--- src/rtl/ifetch_prefetch_pkg.sv ---
// Shared types and default sizes for the instruction prefetch buffer.
package ifetch_prefetch_pkg;

  typedef enum logic {IDLE, WAIT} state_t;

  localparam logic [15:0] NOP_WORD  = 16'h0000;
  localparam int          DEF_DEPTH = 4;
  localparam int          DEF_AW    = 8;
  localparam int          DEF_DW    = 16;

endpackage

--- src/rtl/ifetch_fifo.sv ---
// Circular buffer holding prefetched instruction words; flush empties it in one cycle.
module ifetch_fifo
  import ifetch_prefetch_pkg::*;
#(
  parameter int DEPTH = DEF_DEPTH,
  parameter int DW    = DEF_DW
) (
  input  logic                   clock,
  input  logic                   reset,
  input  logic                   flush,
  input  logic                   push,
  input  logic                   pop,
  input  logic [DW-1:0]          wr_data,
  output logic [DW-1:0]          head_data,
  output logic [$clog2(DEPTH):0] count
);

  localparam int PW = $clog2(DEPTH);
  localparam int CW = PW + 1;

  logic [DW-1:0] mem [DEPTH];
  logic [PW-1:0] rd_ptr;
  logic [PW-1:0] wr_ptr;

  assign head_data = mem[rd_ptr];

  // Storage needs no reset: entries are only visible once count covers them.
  always_ff @(posedge clock) begin
    if (push && !flush) begin
      mem[wr_ptr] <= wr_data;
    end
  end

  always_ff @(posedge clock or posedge reset) begin
    if (reset) begin
      rd_ptr <= '0;
      wr_ptr <= '0;
      count  <= '0;
    end else if (flush) begin
      rd_ptr <= '0;
      wr_ptr <= '0;
      count  <= '0;
    end else begin
      if (push) begin
        wr_ptr <= wr_ptr + PW'(1);
      end
      if (pop) begin
        rd_ptr <= rd_ptr + PW'(1);
      end
      case ({push, pop})
        2'b10:   count <= count + CW'(1);
        2'b01:   count <= count - CW'(1);
        default: count <= count;
      endcase
    end
  end

endmodule

--- src/rtl/ifetch_prefetch.sv ---
// Instruction prefetch buffer between the CPU fetch port and a handshaked instruction memory.
// Define IFETCH_PREFETCH_BYPASS_EN to forward an ack word straight to the CPU when the buffer is empty.
module ifetch_prefetch
  import ifetch_prefetch_pkg::*;
#(
  parameter int DEPTH = DEF_DEPTH,
  parameter int AW    = DEF_AW,
  parameter int DW    = DEF_DW
) (
  input  logic          clock,
  input  logic          reset,
  input  logic [AW-1:0] cpu_addr,
  input  logic          cpu_take,
  output logic [DW-1:0] cpu_data,
  output logic          cpu_ready,
  output logic          mem_req,
  output logic [AW-1:0] mem_addr,
  input  logic          mem_ack,
  input  logic [DW-1:0] mem_data
);

  localparam int              CW      = $clog2(DEPTH) + 1;
  localparam logic [CW-1:0]   DEPTH_C = CW'(DEPTH);

  state_t        state, state_nxt;
  logic [AW-1:0] head_addr, head_nxt;
  logic [AW-1:0] fetch_addr, fetch_nxt;
  logic [AW-1:0] addr_nxt;
  logic          req_nxt;
  logic          discard, discard_nxt;
  logic [CW-1:0] count;
  logic [DW-1:0] head_data;
  logic          hit, redirect, push, pop, bypass, bypass_take;

  assign hit      = (cpu_addr == head_addr) && (count != '0);
  assign redirect = (cpu_addr != head_addr);
  assign pop      = hit && cpu_take;

`ifdef IFETCH_PREFETCH_BYPASS_EN
  assign bypass    = (state == WAIT) && mem_ack && !discard && (count == '0)
                     && (mem_addr == cpu_addr) && (cpu_addr == head_addr);
  assign cpu_ready = hit || bypass;
  assign cpu_data  = hit ? head_data : (bypass ? mem_data : DW'(NOP_WORD));
`else
  assign bypass    = 1'b0;
  assign cpu_ready = hit;
  assign cpu_data  = hit ? head_data : DW'(NOP_WORD);
`endif

  assign bypass_take = bypass && cpu_take;
  // A word consumed through the bypass never enters the buffer.
  assign push = (state == WAIT) && mem_ack && !discard && !redirect && !bypass_take;

  ifetch_fifo #(
    .DEPTH (DEPTH),
    .DW    (DW)
  ) u_fifo (
    .clock     (clock),
    .reset     (reset),
    .flush     (redirect),
    .push      (push),
    .pop       (pop),
    .wr_data   (mem_data),
    .head_data (head_data),
    .count     (count)
  );

  always_comb begin
    state_nxt   = state;
    req_nxt     = mem_req;
    addr_nxt    = mem_addr;
    discard_nxt = discard;
    head_nxt    = head_addr;
    fetch_nxt   = fetch_addr;

    if (pop || bypass_take) begin
      head_nxt = head_addr + AW'(1);
    end
    if (push || bypass_take) begin
      fetch_nxt = fetch_addr + AW'(1);
    end
    if (redirect) begin
      head_nxt  = cpu_addr;
      fetch_nxt = cpu_addr;
    end

    case (state)
      IDLE: begin
        // A redirect refetches from the new PC right away instead of the stale fetch_addr.
        if (redirect) begin
          state_nxt = WAIT;
          req_nxt   = 1'b1;
          addr_nxt  = cpu_addr;
        end else if (count < DEPTH_C) begin
          state_nxt = WAIT;
          req_nxt   = 1'b1;
          addr_nxt  = fetch_addr;
        end
      end
      WAIT: begin
        if (mem_ack) begin
          state_nxt   = IDLE;
          req_nxt     = 1'b0;
          discard_nxt = 1'b0;
        end else if (redirect) begin
          discard_nxt = 1'b1;
        end
      end
      default: begin
        state_nxt = IDLE;
        req_nxt   = 1'b0;
      end
    endcase
  end

  always_ff @(posedge clock or posedge reset) begin
    if (reset) begin
      state      <= IDLE;
      mem_req    <= 1'b0;
      mem_addr   <= '0;
      discard    <= 1'b0;
      head_addr  <= '0;
      fetch_addr <= '0;
    end else begin
      state      <= state_nxt;
      mem_req    <= req_nxt;
      mem_addr   <= addr_nxt;
      discard    <= discard_nxt;
      head_addr  <= head_nxt;
      fetch_addr <= fetch_nxt;
    end
  end

endmodule

--- config.mk ---
export PLATFORM = sky130hd
export DESIGN_NAME = ifetch_prefetch
export DESIGN_NICKNAME = d
export VERILOG_FILES = /design/src/rtl/ifetch_prefetch_pkg.sv /design/src/rtl/ifetch_fifo.sv /design/src/rtl/ifetch_prefetch.sv
export SDC_FILE = /design/constraint.sdc
export NUM_CORES = 1
export LEC_CHECK = 0
export BUFFER_PORTS_ARGS = -buffer_cell sky130_fd_sc_hd__buf_2
export CORE_MARGIN = 2
export CORE_UTILIZATION = 36
export CTS_CLUSTER_DIAMETER = 150
export DETAILED_ROUTE_END_ITERATION = 16
export PLACE_DENSITY = 0.61
export SYNTH_ARGS = -nofsm -noshare
export SYNTH_HDL_FRONTEND = slang
export SYNTH_SLANG_ARGS = --single-unit
--- constraint.sdc ---
create_clock -name clock -period 3.6 [get_ports clock]
set_clock_uncertainty 0.2 [all_clocks]
set_input_delay 0 -clock clock [delete_from_list [all_inputs] [get_ports clock]]
set_output_delay 0 -clock clock [all_outputs]
set_load 0.02 [all_outputs]
==> results_dict.tcl <==
set metrics [dict create \
    fin_crit_sh_pct 81.5 \
    diodes 0 \
    track_usage_pct 14.7 \
    synthArstFlopShare_pct 34.7 \
    yosysWarnings 0 \
    cp_data_required_time_ps 3660 \
    power.internal_mw 1.80 \
    grt_pass1_wl_um 14700 \
    gp_congestion 0.859 \
    worst_pin_slew_ps 1030 \
    cts_buffers 9 \
    dr_total_vias 2860 \
    io_pins 54 \
    status "complete, no violations" \
    cts.sinks 98 \
    cp-start-kind "register" \
    cts_max_level 3 \
    clk_latency_ps 350 \
    synthDistinctLibCells 41 \
    synth.area.top_cells "edfxtp_1, dfrtp_1, mux4_2" \
    timing.hold.ws_ps 89.6 \
    cap_violations 0 \
    detail-route-antenna-nets 0 \
    wl_um 9110 \
    ys_ff_latch 98 \
    clkPwrFrac_pct 40.2 \
    core_area_um2 12100 \
    stdcell_count 574 \
    p_per_area_nw_per_um2 435 \
    cp.arrival_ps 3000 \
    synth-seq-area-share_pct 61.7 \
    yosys.area.top_type "edfxtp_1" \
    syn_nets 353 \
    crit_fanout 26 \
    grt_setup_unrepaired "false" \
    dp_cells 531 \
    place_ws_ps 675 \
    cts.repair.resized 0 \
    peakVddDrop_uv 196 \
    switching_power_uw 605 \
    power_frac_comb_pct 7.9 \
    die_area_um2 13400 \
    via_per_inst 4.98 \
    tns_ps 0 \
    cts_tree "built" \
    fin_crit_ps 2930 \
    finalInstanceArea_um2 5530 \
    max_freq_mhz 341 \
    swShare_pct 25.2 \
    drc_errors 0 \
    grt_max_degree 35 \
    finalSetupViolations 0 \
    routedWlPerCell_um 15.9 \
    synthToLayoutAreaGrowth_pct 23.0 \
    drt_iter0_drc 140 \
    setup_ws_ps 666 \
    syn_inst 318 \
    io_buffer_count 53 \
    start_util_pct 37.1 \
    crit_path_end_kind "register" \
    final_nets 436 \
    p_leak_nw 2.08 \
    synthMuxAreaShare_pct 8.72 \
    finalPower_mw 2.40 \
    final_util_pct 45.6 \
    die_w_um 116 \
    fill_cells 1121 \
    root_buffer "clkbuf_16" \
    grt_pass1_vias 2856 \
    relSlewSlack_pct 31.1 \
    power_frac_seq_pct 51.9 \
    synth_flop_cell "edfxtp_1" \
    clk_pin_slew_ps 80 \
    synth_compound_area_share_pct 6.77 \
    synth_area_um2 4490 \
    hold_violations 0 \
    die_y_um 116 \
    synth-xor-area-share_pct 4.68 \
    first_pass_iters 4 \
    synth_top_area_share_pct 42.8 \
    avgSynthCellArea_um2 14.1 \
    placed_area_um2 4950 \
    antenna_found_initial 0 \
    drive_gt1_share_pct 24.9 \
    critical_path_class "reg2reg" \
    fp-row-count 40 \
    hpwlAfterDp_um 5900 \
    synth-simple-area-share_pct 13.2 \
    cts_buffer_depth 2 \
    synth_edf_count 64 \
    synth_top_family_by_area "simple AND/OR/NAND/NOR gates" \
    final_max_slew_viol_count 0 \
    gr-total-overflow 0 \
    synth_fa_ha_area_share_pct 2.12 \
    min_path_type "in2async" \
]
-- placed cells by master, fill, tap and decap left out, types with 5 or more instances in the layout --
cell type and n:
o21ai_0 6, nand4_1 19, clkbuf_16 9, dlygate4sd3_1 27, o311ai_0 5, xor2_1 18, ha_1 6, a21oi_1 23
buf_4 9, and3_1 8, mux4_2 16, nor2b_1 20, a32oi_1 5, buf_2 53, xnor2_1 6, dfrtp_1 34
nor2_1 7, inv_1 11, and2_1 9, nand2_1 15, edfxtp_1 64
-- synth_stat cells, types with 2 or more instances --
cell type  number
nor2b_1        20
edfxtp_1       64
xor2_1         18
o311ai_0        5
buf_2           8
nor4_4          2
a21oi_1        23
nand4_1        19
or4_4           2
mux4_2         16
xnor2_1         6
dfrtp_1        34
clkbuf_1        7
or3_1           2
and2_1          9
nor2_1          7
o21ai_0         6
o31a_1          2
and3_1          8
a31oi_1         2
mux2i_1         2
a32oi_1         5
nand2_1        15
nor3_1          2
ha_1            6
inv_1          11
nand3_1         3
-- metal layers --
metal	share of wire [%]	global-route usage, %	vias to the layer above
met3	4.5	3.82	19
li1	-	-	1379
met1	46	19.0	1385
met4	2.6	6.27	0
met2	47	23.6	77
met5	0	0	-
-- registers in the layout, summed over array words and instances (netlist names) --
register,count
fetch_addr,8
u_fifo.mem,64
u_fifo.count,3
u_fifo.wr_ptr,2
discard,1
u_fifo.rd_ptr,2
mem_addr,8
mem_req,1
head_addr,8
state,1
-- cell type report --
type,instances,area (µm²),share of cell area [%]
flip-flops and latches,98,2770,50.2
multi-input cells,192,1590,28.8
repair buffers,89,603,10.9
clock buffers,9,225,4.08
well taps,168,210,3.80
clock inverters,7,81.3,1.47
inverters,11,41.3,0.747
-- cell families after synthesis --
kind of cell	count (synthesis)
flip-flops	98
AND/OR/NAND/NOR	94
AO/OA/AOI/OAI	48
buffers and inverters	28
XOR/XNOR	24
multiplexers	19
adder cells (fa/ha/maj)	7
-- critical path, stage by stage, from the launching register on --
cell	delay (ps)
dfrtp_1	450
xor2_1	230
or4_4	620
nor2_8	350
and3_1	240
fa_1	210
nor2_1	70
a22o_1	250
a211oi_1	230
-- worst paths after layout --
path / start / to / slack (ps) / cells after the start
max in group asynchronous: reset / u_fifo.wr_ptr[1]$_DFFE_PP0P_ / 2780 / 4
setup reg to reg: head_addr[0]$_DFFE_PP0P_ / u_fifo.count[2]$_DFFE_PP0P_ / 670 / 8
hold / removal: reset / mem_addr[6]$_DFFE_PP0P_ / 90 / 4
setup / recovery: head_addr[0]$_DFFE_PP0P_ / u_fifo.count[2]$_DFFE_PP0P_ / 670 / 8
hold reg to reg: mem_req$_DFFE_PP0P_ / mem_req$_DFFE_PP0P_ / 330 / 2
min in group clock: mem_data[0] / u_fifo.mem[0][0]$_DFFE_PP_ / 200 / 2
-- power by group through the flow --
stage	sequential [mW]	clock, mW	combinational [mW]
2_1_floorplan	1.29	0	0.0864
3_3_place_gp	1.27	0	0.166
3_5_place_dp	1.27	0	0.167
4_1_cts	1.25	0.994	0.191
5_1_grt	1.25	1.04	0.209
6_report	1.25	0.966	0.190
-- what timing repair did --
item	CTS	global route
hold buffers	27	0
endpoints found under the hold margin	126	0
buffers inserted	0	0
setup endpoints to repair	0	0
(Power assumes the default switching activity.)
